### config.mk
export PLATFORM = sky130hd
export DESIGN_NAME = wf_seq_engine
export DESIGN_NICKNAME = d
export VERILOG_FILES = /design/src/rtl/wf_seq_engine.sv
export SDC_FILE = /design/constraint.sdc
export NUM_CORES = 1
export LEC_CHECK = 0
export ABC_AREA = 1
export CAP_MARGIN = 20
export CORE_ASPECT_RATIO = 1.5
export CORE_UTILIZATION = 41
export CTS_BUF_LIST = sky130_fd_sc_hd__clkbuf_4 sky130_fd_sc_hd__clkbuf_8 sky130_fd_sc_hd__clkbuf_16
export DETAILED_ROUTE_END_ITERATION = 10
export GPL_TIMING_DRIVEN = 1
export PLACE_DENSITY = 0.76
export SYNTH_ARGS = -nofsm -noshare
export SYNTH_HDL_FRONTEND = slang
export SYNTH_SLANG_ARGS = --single-unit
### constraint.sdc
create_clock -name i_clk -period 2.1 [get_ports i_clk]
set_input_delay 0.42 -clock i_clk [delete_from_list [all_inputs] [get_ports i_clk]]
set_output_delay 0.42 -clock i_clk [all_outputs]
set_load 0.1 [all_outputs]
### src/rtl/wf_seq_engine.sv
// rtl/wf_seq_engine.sv - waveform sequencer stepping a shared DPBRAM address across NUM_CH channels
// Single-shot, continuous and N-repeat playback with first/half/done pulses and a sticky overrun flag.
module wf_seq_engine #(
  parameter int ADDR_WIDTH = 10,
  parameter int DATA_WIDTH = 32,
  parameter int NUM_CH     = 2
) (
  input  logic                         i_clk,
  input  logic                         i_rst,
  input  logic                         i_start,
  input  logic                         i_stop,
  input  logic [1:0]                   i_mode,
  input  logic [ADDR_WIDTH-1:0]        i_last_addr,
  input  logic [15:0]                  i_repeat,
  input  logic [NUM_CH-1:0]            i_ch_en,
  input  logic                         i_tick,
  output logic [ADDR_WIDTH-1:0]        o_ram_addr,
  output logic                         o_ram_ce,
  input  logic [NUM_CH*DATA_WIDTH-1:0] i_ram_dout,
  output logic [NUM_CH*DATA_WIDTH-1:0] o_wf_data,
  output logic                         o_wf_valid,
  output logic [ADDR_WIDTH-1:0]        o_cur_count,
  output logic [15:0]                  o_loop_count,
  output logic                         o_int_first,
  output logic                         o_int_half,
  output logic                         o_busy,
  output logic                         o_done,
  output logic                         o_overrun
);

  localparam int DW = NUM_CH * DATA_WIDTH;

  typedef enum logic [1:0] {S_IDLE, S_FETCH, S_CAPTURE, S_ARMED} state_t;

  state_t                state_q, state_d;
  logic [ADDR_WIDTH-1:0] addr_q, addr_d, last_q, last_d, cur_q, cur_d;
  logic [1:0]            mode_q, mode_d;
  logic [15:0]           rep_q, rep_d, loop_q, loop_d;
  logic [NUM_CH-1:0]     chen_q, chen_d;
  logic [DW-1:0]         hold_q, hold_d, data_q, data_d, ram_masked;
  logic                  valid_q, valid_d, first_q, first_d, half_q, half_d;
  logic                  done_q, done_d, ovr_q, ovr_d;

  logic [ADDR_WIDTH:0]   half_addr;
  logic [15:0]           rep_eff, loop_inc;

  // Half point is computed one bit wider so last_addr = all-ones does not wrap.
  assign half_addr = ({1'b0, last_q} + {{ADDR_WIDTH{1'b0}}, 1'b1}) >> 1;
  assign rep_eff   = (rep_q == 16'd0) ? 16'd1 : rep_q;
  assign loop_inc  = loop_q + 16'd1;

  always_comb begin
    ram_masked = '0;
    for (int k = 0; k < NUM_CH; k++) begin
      if (chen_q[k]) ram_masked[k*DATA_WIDTH +: DATA_WIDTH] = i_ram_dout[k*DATA_WIDTH +: DATA_WIDTH];
    end
  end

  always_comb begin
    state_d = state_q;
    addr_d  = addr_q;
    last_d  = last_q;
    mode_d  = mode_q;
    rep_d   = rep_q;
    chen_d  = chen_q;
    loop_d  = loop_q;
    hold_d  = hold_q;
    data_d  = data_q;
    cur_d   = cur_q;
    ovr_d   = ovr_q;
    valid_d = 1'b0;
    first_d = 1'b0;
    half_d  = 1'b0;
    done_d  = 1'b0;
    if (i_stop) begin
      state_d = S_IDLE;
    end else begin
      case (state_q)
        S_IDLE: begin
          if (i_start) begin
            mode_d  = i_mode;
            last_d  = i_last_addr;
            rep_d   = i_repeat;
            chen_d  = i_ch_en;
            addr_d  = '0;
            loop_d  = '0;
            ovr_d   = 1'b0;
            state_d = S_FETCH;
          end
        end
        S_FETCH: begin
          if (i_tick) ovr_d = 1'b1;
          state_d = S_CAPTURE;
        end
        S_CAPTURE: begin
          if (i_tick) ovr_d = 1'b1;
          hold_d  = ram_masked;
          state_d = S_ARMED;
        end
        S_ARMED: begin
          if (i_tick) begin
            data_d  = hold_q;
            cur_d   = addr_q;
            valid_d = 1'b1;
            first_d = (addr_q == '0);
            half_d  = ({1'b0, addr_q} == half_addr);
            if (addr_q != last_q) begin
              addr_d  = addr_q + 1'b1;
              state_d = S_FETCH;
            end else begin
              loop_d = loop_inc;
              // Modes 0 and 3 finish after one pass; mode 2 finishes when the pass count hits the target.
              if (mode_q == 2'd1 || (mode_q == 2'd2 && loop_inc != rep_eff)) begin
                addr_d  = '0;
                state_d = S_FETCH;
              end else begin
                done_d  = 1'b1;
                state_d = S_IDLE;
              end
            end
          end
        end
        default: state_d = S_IDLE;
      endcase
    end
  end

  always_ff @(posedge i_clk) begin
    if (i_rst) begin
      state_q <= S_IDLE;
      addr_q  <= '0;
      last_q  <= '0;
      mode_q  <= '0;
      rep_q   <= '0;
      chen_q  <= '0;
      loop_q  <= '0;
      hold_q  <= '0;
      data_q  <= '0;
      cur_q   <= '0;
      ovr_q   <= 1'b0;
      valid_q <= 1'b0;
      first_q <= 1'b0;
      half_q  <= 1'b0;
      done_q  <= 1'b0;
    end else begin
      state_q <= state_d;
      addr_q  <= addr_d;
      last_q  <= last_d;
      mode_q  <= mode_d;
      rep_q   <= rep_d;
      chen_q  <= chen_d;
      loop_q  <= loop_d;
      hold_q  <= hold_d;
      data_q  <= data_d;
      cur_q   <= cur_d;
      ovr_q   <= ovr_d;
      valid_q <= valid_d;
      first_q <= first_d;
      half_q  <= half_d;
      done_q  <= done_d;
    end
  end

  assign o_ram_addr   = addr_q;
  assign o_ram_ce     = (state_q == S_FETCH);
  assign o_wf_data    = data_q;
  assign o_wf_valid   = valid_q;
  assign o_cur_count  = cur_q;
  assign o_loop_count = loop_q;
  assign o_int_first  = first_q;
  assign o_int_half   = half_q;
  assign o_busy       = (state_q != S_IDLE);
  assign o_done       = done_q;
  assign o_overrun    = ovr_q;

endmodule

==> flow_summary.yaml <==
drt:
  ant_nets: 0
  drtPass1Iterations: 8
  wirelength_mm: 26.7
  viasPerCell: 5.29
  routedWlPerCell_um: 16.2
  dr_total_vias: 8735
  drt_iter0_drc: 491
  drc: 0
grt:
  grtUsageTotal: 0.241
  grt_antenna_before_repair: 1
  grt_pass1_wl_mm: 41.7
  grt_max_degree: 87
  grt_pass1_vias: 8464
  gr-total-overflow: 0
outcome:
  status: "complete, but fails checks"
  violations: "negative setup slack"
synth:
  ys_seq_area_frac: 0.470
  ys_ff_latch: 201
  synth_warnings: 0
  syn_nets: 1266
  synth_top_area_cell: "dfxtp_1"
  yosysUniqueCellTypes: 36
  synthTopCellsByArea: "dfxtp_1 (47%), nor2_1 (7.7%), a21oi_1 (7.5%)"
  synth_cells: 1159
  synth_edf_count: 0
  synth-main-ff-cell: "dfxtp_1"
  async_flop_share: 0
  yosysTopAreaCellShare: 0.470
  yosys.cell_count.top_type: "dfxtp_1"
  synth_common_cells: "dfxtp_1 (201), nor2_1 (176), nand2_1 (165), a21oi_1 (128), nand3_1 (115)"
  syn_area_mm2: 0.00856
  synth_area_per_cell_um2: 7.39
floorplan:
  rows: 64
  core_mm2: 0.0204
  die_h_um: 179
  io_pins: 206
  start_util: 0.419
  die_area_mm2: 0.0215
  die_x_um: 120
clock_tree:
  cts.sinks: 201
  cts-buffers-inserted: 21
  cts_tree: "done"
  cts_root_buffer: "clkbuf_16"
  insertion_delay_ns: 0.50
  clock_path_buffers: 3
  path_clk_slew_ns: 0.06
  htreeDepth: 1
  hold_buffers: 0
setup_path:
  worst_r2r_endpoint: "o_ram_addr[0]"
  path_max_fanout: 5
  start_kind: "register"
  cp.arrival_ns: 2.69
  crit_required_ns: 2.52
  r2r_cells: 18
  timing.critical_path.to_type: "register"
  reg2reg_from: "o_loop_count[1]"
  reg2reg_slack_ns: -0.17
  critPathKind: "reg -> reg"
pwr:
  ir_drop_mv: 0.576
  power_density_mw_per_mm2: 773
  p_leak_nw: 5.01
placement:
  placed_area_mm2: 0.0110
  place_congestion: 0.947
  dpl.hpwl_mm: 17.6
  placed_cells: 1605
  numPortBuffers: 205
sta:
  rsz0062_at_grt: "true"
  fmax_ghz: 0.440
  worstMarginPinSlew_ns: 0.802
  setup_violations: 12
  tns_ns: -1.69
  relSlewSlack: 0.466
  setup_ws_ns: -0.174
  finalCritPeriodShare: 1.08
  finClkSkew_ns: 0.0187
  drv_slew: 0
  fin_hold_ws_ns: 0.221
  hold_viol: 0
  fin_crit_ns: 2.27
job:
  drv_cap: 0
worst_hold_path:
  min_to: "o_wf_valid"
  holdCritPathClass: "in -> reg"
  min_from: "i_rst"
  holdPathStages: 2
final_layout:
  final_nets: 1479
  syn_to_final_growth_pct: 39.7
  final_cells: 1651
  drive_gt1_frac: 0.219
  fill_cells: 1860
  stdcell_area_mm2: 0.0120
## layout make-up
cell class | count | area, um2 | area share
multi-input cells | 815 | 4190 | 0.350
repair buffers | 266 | 2360 | 0.197
inverters | 67 | 260 | 0.0218
clock inverters | 5 | 55.1 | 0.00460
flip-flops and latches | 201 | 4100 | 0.343
clock buffers | 32 | 664 | 0.0555
well taps | 264 | 330 | 0.0276
diodes | 1 | 2.50 | 0.000209
## worst max-delay path by stage
stage | slack (ns) | cells past startpoint | start | to
2_1_floorplan | -0.002 | 17 | o_loop_count[1] | o_ram_addr[8]
3_3_place_gp | -0.11 | 5 | i_stop | o_cur_count[6]
3_5_place_dp | -0.14 | 6 | i_tick | o_cur_count[9]
4_1_cts | -0.03 | 17 | o_loop_count[0] | o_ram_addr[9]
5_1_grt | -0.37 | 17 | o_loop_count[8] | o_ram_addr[6]
6_report | -0.17 | 18 | o_loop_count[1] | o_ram_addr[0]
## state kept, by name, indices dropped and copies added (netlist names)
signal / cells
o_overrun: 1
o_int_first: 1
o_cur_count: 10
hold_q: 64
rep_q: 16
o_wf_data: 64
mode_q: 2
state_q: 2
o_wf_valid: 1
last_q: 10
chen_q: 2
o_ram_addr: 10
o_loop_count: 16
o_done: 1
o_int_half: 1
## repair_timing
action	4_1_cts	5_1_grt
setup endpoints to repair	10	42
setup buffers	3	5
resized for setup	13	22
pin swaps	10	14
## worst max-delay path, cell delays in order, from the launching register on
cell and delay (ns):
dfxtp_4 0.39, ha_4 0.16, nand3_4 0.12, nor2_4 0.18, nand3_2 0.10, nand2_2 0.12, nand2_2 0.05, nand2_1 0.06
nand2_1 0.04, nor2_1 0.09, nand2_1 0.07, nor2_1 0.10, nand2_1 0.09, nand2_2 0.10, nand3_4 0.14, buf_4 0.18
nand2_4 0.05, nand2_2 0.04, a21oi_2 0.10
## per-stage QoR
step | worst slack [ns] | total power [W] | util
after detailed placement | -0.143 | 0.00544 | 0.540
after CTS | -0.0296 | 0.00930 | 0.579
after global routing | -0.366 | 0.00958 | 0.586
final | -0.174 | 0.00925 | 0.586
after floorplan | -0.00206 | 0.00491 | -
after global placement | -0.115 | 0.00543 | 0.540
## placed cells by master, fill, tap and decap left out, types with 2 or more instances in the layout
cell type / Yosys / final
buf_6: 1 / 3
inv_6: 0 / 2
o21ai_2: 1 / 4
nand3_1: 115 / 107
a21oi_1: 128 / 124
clkinv_2: 0 / 2
nand4_1: 14 / 14
dfxtp_1: 201 / 175
a211oi_1: 11 / 11
nor2_2: 5 / 7
inv_1: 60 / 56
inv_2: 7 / 9
a21oi_2: 2 / 6
nor3_4: 1 / 2
buf_4: 0 / 156
nand2_4: 3 / 2
clkbuf_8: 0 / 9
nand2_1: 165 / 156
nor2_4: 4 / 5
nand2_2: 5 / 14
o21ai_0: 112 / 112
dfxtp_4: 0 / 19
clkbuf_4: 0 / 2
nor4_1: 4 / 3
nand3_2: 4 / 9
nor3_1: 18 / 16
buf_12: 0 / 9
ha_1: 8 / 6
nor2_1: 176 / 173
xor2_1: 17 / 16
clkbuf_16: 0 / 21
xnor2_1: 10 / 9
nand3_4: 1 / 4
clkdlybuf4s50_1: 0 / 97
dfxtp_2: 0 / 7
ha_4: 0 / 2
## where the power goes
group	switching (W)	leakage, nW	internal [W]
registers	0.000102	1.64	0.00390
clock network	0.00154	0.364	0.00230
logic	0.000894	3.00	0.000515
## cells by family after synthesis
group           after synthesis  synth area share
simple gates                517             0.267
compound gates              263             0.160
flops                       201             0.470
buf+inv                     143            0.0640
xor+xnor                     27            0.0276
fa+ha+maj                     8            0.0117
## routing by layer
| layer | share of wire | global-route usage |
|---|---|---|
| met3 | 0.060 | 0.0448 |
| met5 | 0 | 0 |
| met4 | 0.048 | 0.134 |
| met1 | 0.38 | 0.260 |
| met2 | 0.51 | 0.440 |
(Power assumes the default switching activity.)
